<file path="config.mk">
export PLATFORM = sky130hd
export DESIGN_NAME = pim_matrix_loader
export DESIGN_NICKNAME = d
export VERILOG_FILES = /design/src/rtl/pim_matrix_loader_pkg.sv /design/src/rtl/pim_zero_counter.sv /design/src/rtl/pim_matrix_loader.sv
export SDC_FILE = /design/constraint.sdc
export NUM_CORES = 1
export LEC_CHECK = 0
export CAP_MARGIN = 20
export CORE_ASPECT_RATIO = 1.1
export CORE_MARGIN = 4
export CORE_UTILIZATION = 35
export CTS_BUF_LIST = sky130_fd_sc_hd__clkbuf_4 sky130_fd_sc_hd__clkbuf_8
export CTS_CLUSTER_DIAMETER = 60
export CTS_CLUSTER_SIZE = 30
export DETAILED_ROUTE_END_ITERATION = 8
export SLEW_MARGIN = 20
export SYNTH_ARGS = -nofsm -noshare
export SYNTH_HDL_FRONTEND = slang
export SYNTH_SLANG_ARGS = --single-unit
</file>
<file path="constraint.sdc">
create_clock -name clk -period 6.2 [get_ports clk]
set_input_delay 0.93 -clock clk [delete_from_list [all_inputs] [get_ports clk]]
set_output_delay 0.93 -clock clk [all_outputs]
set_load 0.005 [all_outputs]
</file>
<file path="src/rtl/pim_matrix_loader_pkg.sv">
// rtl/pim_matrix_loader_pkg.sv - shared sizes and loader state encoding for the PIM matmul path
package types;

  localparam int WIDTH       = 16;
  localparam int MATRIX_SIZE = 4;

  typedef enum logic [1:0] {
    LOAD_A      = 2'd0,
    LOAD_B      = 2'd1,
    START       = 2'd2,
    WAIT_RESULT = 2'd3
  } loader_state_t;

endpackage

</file>
<file path="src/rtl/pim_zero_counter.sv">
// rtl/pim_zero_counter.sv - saturating zero-element counter, built only with PIM_LOADER_ZERO_COUNT_EN
`ifdef PIM_LOADER_ZERO_COUNT_EN
module pim_zero_counter #(
  parameter int CNT_W = 5,
  parameter int MAX   = 16
) (
  input  logic             clk,
  input  logic             rst,
  input  logic             clr,
  input  logic             inc,
  output logic [CNT_W-1:0] cnt
);

  localparam logic [CNT_W-1:0] CNT_MAX = CNT_W'(MAX);

  // clear wins over increment; stop at MAX so the count never wraps
  always_ff @(posedge clk or negedge rst) begin
    if (!rst) begin
      cnt <= '0;
    end else if (clr) begin
      cnt <= '0;
    end else if (inc && (cnt != CNT_MAX)) begin
      cnt <= cnt + 1'b1;
    end
  end

endmodule
`endif

</file>
<file path="src/rtl/pim_matrix_loader.sv">
// rtl/pim_matrix_loader.sv - assembles A then B from an element stream and hands them to the controller; optional PIM_LOADER_ZERO_COUNT_EN
module pim_matrix_loader #(
  parameter int WIDTH       = types::WIDTH,
  parameter int MATRIX_SIZE = types::MATRIX_SIZE
) (
  input  logic                                              clk,
  input  logic                                              rst,
  input  logic                                              in_valid,
  output logic                                              in_ready,
  input  logic [WIDTH-1:0]                                  in_data,
  input  logic                                              in_last,
  output logic [WIDTH*MATRIX_SIZE*MATRIX_SIZE-1:0]          matrix_A,
  output logic [WIDTH*MATRIX_SIZE*MATRIX_SIZE-1:0]          matrix_B,
  output logic                                              start,
  input  logic                                              result_ready,
  output logic                                              busy,
  output logic                                              frame_err,
  output logic [$clog2(MATRIX_SIZE*MATRIX_SIZE+1)-1:0]      zero_cnt_a,
  output logic [$clog2(MATRIX_SIZE*MATRIX_SIZE+1)-1:0]      zero_cnt_b
);

  import types::*;

  localparam int N2    = MATRIX_SIZE * MATRIX_SIZE;
  localparam int IDX_W = $clog2(N2);
  localparam int CNT_W = $clog2(N2 + 1);
  localparam logic [IDX_W-1:0] IDX_LAST = IDX_W'(N2 - 1);

  loader_state_t   state, next_state;
  logic [IDX_W-1:0] idx;
  logic hs, at_last, last_b, err, wr_a, wr_b;

  // handshake qualification; in_last must appear on exactly the final B element
  always_comb begin
    in_ready = (state == LOAD_A) || (state == LOAD_B);
    hs       = in_valid && in_ready;
    at_last  = (idx == IDX_LAST);
    last_b   = (state == LOAD_B) && at_last;
    err      = hs && (in_last != last_b);
    wr_a     = hs && !err && (state == LOAD_A);
    wr_b     = hs && !err && (state == LOAD_B);
  end

  // next-state and Moore outputs
  always_comb begin
    next_state = state;
    start      = 1'b0;
    busy       = 1'b0;
    case (state)
      LOAD_A: begin
        if (err)                 next_state = LOAD_A;
        else if (wr_a && at_last) next_state = LOAD_B;
      end
      LOAD_B: begin
        if (err)                 next_state = LOAD_A;
        else if (wr_b && at_last) next_state = START;
      end
      START: begin
        start      = 1'b1;
        busy       = 1'b1;
        next_state = WAIT_RESULT;
      end
      WAIT_RESULT: begin
        busy = 1'b1;
        if (result_ready) next_state = LOAD_A;
      end
      default: next_state = LOAD_A;
    endcase
  end

  // state register
  always_ff @(posedge clk or negedge rst) begin
    if (!rst) state <= LOAD_A;
    else      state <= next_state;
  end

  // element address within the current matrix; a framing error restarts the frame
  always_ff @(posedge clk or negedge rst) begin
    if (!rst) begin
      idx <= '0;
    end else if (err) begin
      idx <= '0;
    end else if (wr_a || wr_b) begin
      idx <= at_last ? '0 : idx + 1'b1;
    end else if ((state == WAIT_RESULT) && result_ready) begin
      idx <= '0;
    end
  end

  // operand storage; dropped (erroneous) elements never reach the arrays
  always_ff @(posedge clk or negedge rst) begin
    if (!rst) begin
      matrix_A <= '0;
      matrix_B <= '0;
    end else begin
      if (wr_a) matrix_A[idx*WIDTH +: WIDTH] <= in_data;
      if (wr_b) matrix_B[idx*WIDTH +: WIDTH] <= in_data;
    end
  end

  // one-cycle framing error pulse, the cycle after the offending handshake
  always_ff @(posedge clk or negedge rst) begin
    if (!rst) frame_err <= 1'b0;
    else      frame_err <= err;
  end

`ifdef PIM_LOADER_ZERO_COUNT_EN
  logic clr_a, clr_b, zero_in;

  // counters restart whenever their matrix is (re)entered, including error restarts
  always_comb begin
    clr_a   = (next_state == LOAD_A) && ((state != LOAD_A) || err);
    clr_b   = (state == LOAD_A) && (next_state == LOAD_B);
    zero_in = (in_data == '0);
  end

  pim_zero_counter #(.CNT_W(CNT_W), .MAX(N2)) u_zero_a (
    .clk (clk),
    .rst (rst),
    .clr (clr_a),
    .inc (wr_a && zero_in),
    .cnt (zero_cnt_a)
  );

  pim_zero_counter #(.CNT_W(CNT_W), .MAX(N2)) u_zero_b (
    .clk (clk),
    .rst (rst),
    .clr (clr_b),
    .inc (wr_b && zero_in),
    .cnt (zero_cnt_b)
  );
`else
  assign zero_cnt_a = '0;
  assign zero_cnt_b = '0;
`endif

endmodule

</file>
# Word-level counts from Yosys, hierarchy flattened

Index checks and enable logic that the tools add are counted.

Flip-flop bits (word level): 519
Bits of input ports: 21
Output and inout port bits: 526
Logic and storage cells: 47

$add $sub $neg: 2
Equal/unequal tests: 8
Shifts and indexed selects: 2
Muxes and demuxes: 14
Reduce and logical (&&, ||, !) cells: 16

Operators with widths:

| operator                                                | count |
|---|---|
| bitwise mux 256 bit                                     | 2 |
| variable shift 16 x 34 -> 256 bit, first input constant | 1 |
| variable part select 16 x 34 -> 256 bit                 | 1 |
| negation 8 -> 34 bit                                    | 1 |
| two-way mux 4 bit                                       | 4 |
| two-way mux 2 bit                                       | 5 |
| logical AND 1 bit                                       | 9 |
| one-hot mux 2 bit (4 select lines)                      | 1 |
| inequality test 3 x 2 -> 1 bit, second input constant   | 2 |
| adder 4 x 1 -> 4 bit, second input constant             | 1 |
| == test 2 bit, second input constant                    | 2 |
| == test 4 bit, second input constant                    | 1 |
| AND reduction 3 bit                                     | 1 |
| nonzero test 3 bit                                      | 1 |
| == test 2 x 1 -> 1 bit, second input constant           | 1 |
| logical NOT 2 bit                                       | 1 |
| logical OR 1 bit                                        | 2 |
| two-way mux 1 bit                                       | 2 |
| inequality test 2 bit, second input constant            | 1 |
| OR reduction 2 bit                                      | 1 |
| logical NOT 1 bit                                       | 1 |
| inequality test 1 bit                                   | 1 |

# Logic depth before layout (Yosys ltp)

Depth in word-level cells: 11
Mapped depth: 11
Depth with buffers taken out: 6

# Worst setup path after synthesis

OpenSTA, ideal clock, no wires.

Path type: flip-flop to flip-flop
Start: reg idx[0]
End: reg matrix_B[70]
Setup time: 128 ps
Arrival time: 2593 ps
Required time: 6072 ps
Setup slack: 3480 ps
Cell stages (with the launch flop): 11
Buffers on the path: 4
Period minus slack after synthesis: 2720 ps
Cell sequence: dfrtp_1 buf_2 inv_1 ha_1 or2_0 buf_2 or2_0 buf_2 nor4_4 buf_6 mux2_1

Word-level cells in the longest chain between the ends: 7
Elaborated cells between the ends (all ways): 11
Classes of those cells: add/sub (1); eq/ne (2); shift (2); mux (1); reduce/logical (5)

Ends and longest elaborated chain:

| element                                                                      | RTL line                | RTL |
|---|---|---|
| from (decl)                                                                  | pim_matrix_loader.sv:30 | `logic [IDX_W-1:0] idx;` |
| from (signal assigned)                                                       | pim_matrix_loader.sv:84 | `idx <= at_last ? '0 : idx + 1'b1;` |
| parallel branches: the longest is 7 deep, another holds negation 8 -> 34 bit | n/a                     |  |
| to (signal, indexed assignment)                                              | pim_matrix_loader.sv:97 | `if (wr_b) matrix_B[idx*WIDTH +: WIDTH] <= in_data;` |
| to (decl)                                                                    | pim_matrix_loader.sv:13 | `output logic [WIDTH*MATRIX_SIZE*MATRIX_SIZE-1:0] matrix_B,` |

Parallel ways; which one is timed is not known.
A chain may end at the register's enable or synchronous reset.

# Worst setup path in the final report

Start: reg idx[1]
End: reg matrix_B[162]

Same word-level chain as after synthesis.

==> flow_metrics.env <==
export IMPL_outcome="finished, final reports clean"
export IMPL_final_cell_mix="clkdlybuf4s50_1 (535), dfrtp_1 (519), mux2_2 (365)"
export IMPL_finalPower_mw=6.31
export IMPL_synth_async_reset_ratio_pct=100
export IMPL_synth_edf_count=0
export IMPL_finalSetupViolCount=0
export IMPL_crit_chain="inv_1 > ha_1 > nand2b_1 > nor2_2 > nand4_2 > mux2_2"
export IMPL_synth_xor_area_share_pct=0.161
export IMPL_power_frac_comb_pct=10.4
export IMPL_design_core_area_um2=61300
export IMPL_synth_top_family_by_area="multiplexers"
export IMPL_p_sw_mw=1.80
export IMPL_viasPerCell=4.84
export IMPL_cts_tree="yes"
export IMPL_port_buffers=536
export IMPL_swShare_pct=28.5
export IMPL_stdcell_count=2815
export IMPL_syn2layout_area_growth_pct=33.0
export IMPL_rsz0062_at_grt="no"
export IMPL_tns_ns=0
export IMPL_maxCapViolations=0
export IMPL_ir_worst_vdd_v=0.000192
export IMPL_cts_sinks=519
export IMPL_finalHoldViolations=0
export IMPL_wirelength_mm=69.6
export IMPL_drv_slew=0
export IMPL_synth_seq_cells=519
export IMPL_synthCells=1417
export IMPL_critical_path_max_stage_delay_ns=0.94
export IMPL_cts_setup_buffers=0
export IMPL_antenna_found_initial=8
export IMPL_cts_resized=0
export IMPL_p_per_area_nw_per_um2=218
export IMPL_cts_buffers=43
export IMPL_tightest_slew_ns=1.09
export IMPL_power_frac_seq_pct=55.4
export IMPL_synth_compound_area_share_pct=1.36
export IMPL_synthMuxAreaShare_pct=27.1
export IMPL_grt_ovfl_total=0
export IMPL_yosysUniqueCellTypes=58
export IMPL_htree_levels=2
export IMPL_start_util_pct=35.4
export IMPL_synthAdderAreaFrac_pct=0.173
export IMPL_first_pass_iters=5
export IMPL_period_share_pct=57.0
export IMPL_die_height_um=269
export IMPL_postSynthAreaPerCell_um2=15.3
export IMPL_grt_max_degree=122
export IMPL_internal_power_mw=4.51
export IMPL_rows=95
export IMPL_slowest_stage="nor2_2"
export IMPL_start_kind="flop"
export IMPL_wl_met1_mm=27.0
export IMPL_clock_fmax_mhz=283
export IMPL_grt_pass1_wl_mm=103
export IMPL_critPathMaxFanout=20
export IMPL_insertion_delay_ns=0.65
export IMPL_ys_seq_area_share_pct=59.7
export IMPL_grt_use_total_pct=20.6
export IMPL_gp_congestion=0.765
export IMPL_wl_met2_mm=35.2
export IMPL_drtIter0Drc=656
export IMPL_path_class="flop to flop"
export IMPL_drc=0
export IMPL_hold_class="primary input to asynchronous set/reset pin"
export IMPL_postCtsHoldBufs=0
export IMPL_synthSimpleGateAreaFrac_pct=8.52
export IMPL_synth_flop_cell="dfrtp_1"
export IMPL_grt_pass1_vias=14900
export IMPL_min_period_ns=3.53
export IMPL_clkTransAtPathRegs_ns=0.12
export IMPL_layout_nets=1979
export IMPL_netlist_area_um2=21700
export IMPL_dp_hpwl_mm=49.6
export IMPL_top_layer_used="met4"
export IMPL_cts_root_buffer="clkbuf_8"
export IMPL_cp_required_ns=6.73
export IMPL_skew_ns=0.0343
export IMPL_die_area_um2=66200
export IMPL_yosys_warnings=0
export IMPL_final_common_cell="clkdlybuf4s50_1"
export IMPL_ioPinCount=547
export IMPL_wl_per_cell_um=24.7
export IMPL_drive_above_1_share_pct=29.5
export IMPL_dr_total_vias=13600
export IMPL_relSlewSlack_pct=26.8
export IMPL_dr_wl_met3_mm=5.65
export IMPL_cts_max_path_buffers=3
export IMPL_numPlacedInstances=2734
export IMPL_leakage_nw=13.8
export IMPL_cp_end_kind="flop"
export IMPL_antenna_left=0
export IMPL_arrival_ns=4.06
export IMPL_die_w_um=246
export IMPL_clkPwrFrac_pct=34.2
state kept, by name, summed over array words and instances (netlist names), named ones only:
name,count
frame_err,1
idx,4
matrix_A,256
matrix_B,256
state,1
final timing paths:
check                      slack, ns          start       endpoint  cells after the start
max                             2.67         idx[1]  matrix_B[162]                      6
max in group asynchronous       4.50            rst  matrix_A[147]                      2
min                             0.27            rst   matrix_A[64]                      1
min reg2reg                     0.50  matrix_B[134]  matrix_B[134]                      1
max reg2reg                     2.67         idx[1]  matrix_B[162]                      6
min in group clk                0.50  matrix_B[134]  matrix_B[134]                      1
synth_stat cells (all sizes together), types with 13 or more instances:
| cell | instances | share of area (%) |
|---|---|---|
| nand3 | 22 | 0.96 |
| dfrtp | 519 | 60 |
| and3 | 32 | 0.92 |
| inv | 29 | 0.50 |
| nand4 | 15 | 1.2 |
| nor2 | 13 | 0.25 |
| mux2i | 14 | 0.76 |
| o21ai | 17 | 0.39 |
| nand2 | 23 | 0.40 |
| nor3b | 34 | 1.2 |
| mux2 | 489 | 26 |
| and2 | 66 | 1.9 |
| clkbuf | 22 | 0.39 |
| buf | 59 | 2.0 |
area by class of cell:
type,instances,area (um2)
Timing Repair Buffer,565,5630
Tap cell,824,1030
Fill cell,5546,32400
Clock buffer,47,634
Inverter,29,109
Antenna cell,4,10.0
Multi-Input combinational cell,797,8170
Sequential cell,519,13000
Clock inverter,30,349
worst max-delay path: cells and delay by family (launching register included):
kind / cells / cell delay, ns
flip-flops: 1 / 0.55
buffers and inverters: 1 / 0.08
adder cells (fa/ha/maj): 1 / 0.30
multiplexers: 1 / 0.49
AND/OR/NAND/NOR: 3 / 1.99
through the flow:
stage / utilization, % / worst slack [ns] / hold slack [ns] / instance area [um2]
after floorplan: - / 3.48 / 0.483 / 21800
after global placement: 45.5 / 2.33 / 0.467 / 27900
after detailed placement: 45.5 / 2.29 / 0.474 / 27900
after CTS: 47.1 / 2.60 / 0.321 / 28900
after global routing: 47.1 / 2.38 / 0.322 / 28900
final: 47.1 / 2.67 / 0.266 / 28900
logic make-up after synthesis:
group                    Yosys count
other                              1
buffers and inverters            110
AND/OR/NAND/NOR                  243
flip-flops                       519
AO/OA/AOI/OAI                     34
adder cells (fa/ha/maj)            3
XOR/XNOR                           4
multiplexers                     503
layer usage:
layer	up-vias	global-route usage, %
li1	6061	-
met4	0	5.33
met3	89	6.36
met1	7058	24.7
met2	418	36.2
met5	-	0
power groups by stage:
stage / clock network (mW) / logic [mW] / registers, mW
finish: 2.16 / 0.658 / 3.49
global route: 2.38 / 0.716 / 3.50
CTS: 2.24 / 0.677 / 3.49
detailed placement: 0 / 0.676 / 3.56
global placement: 0 / 0.664 / 3.56
floorplan: 0 / 0.285 / 3.56
(Power assumes the default switching activity.)
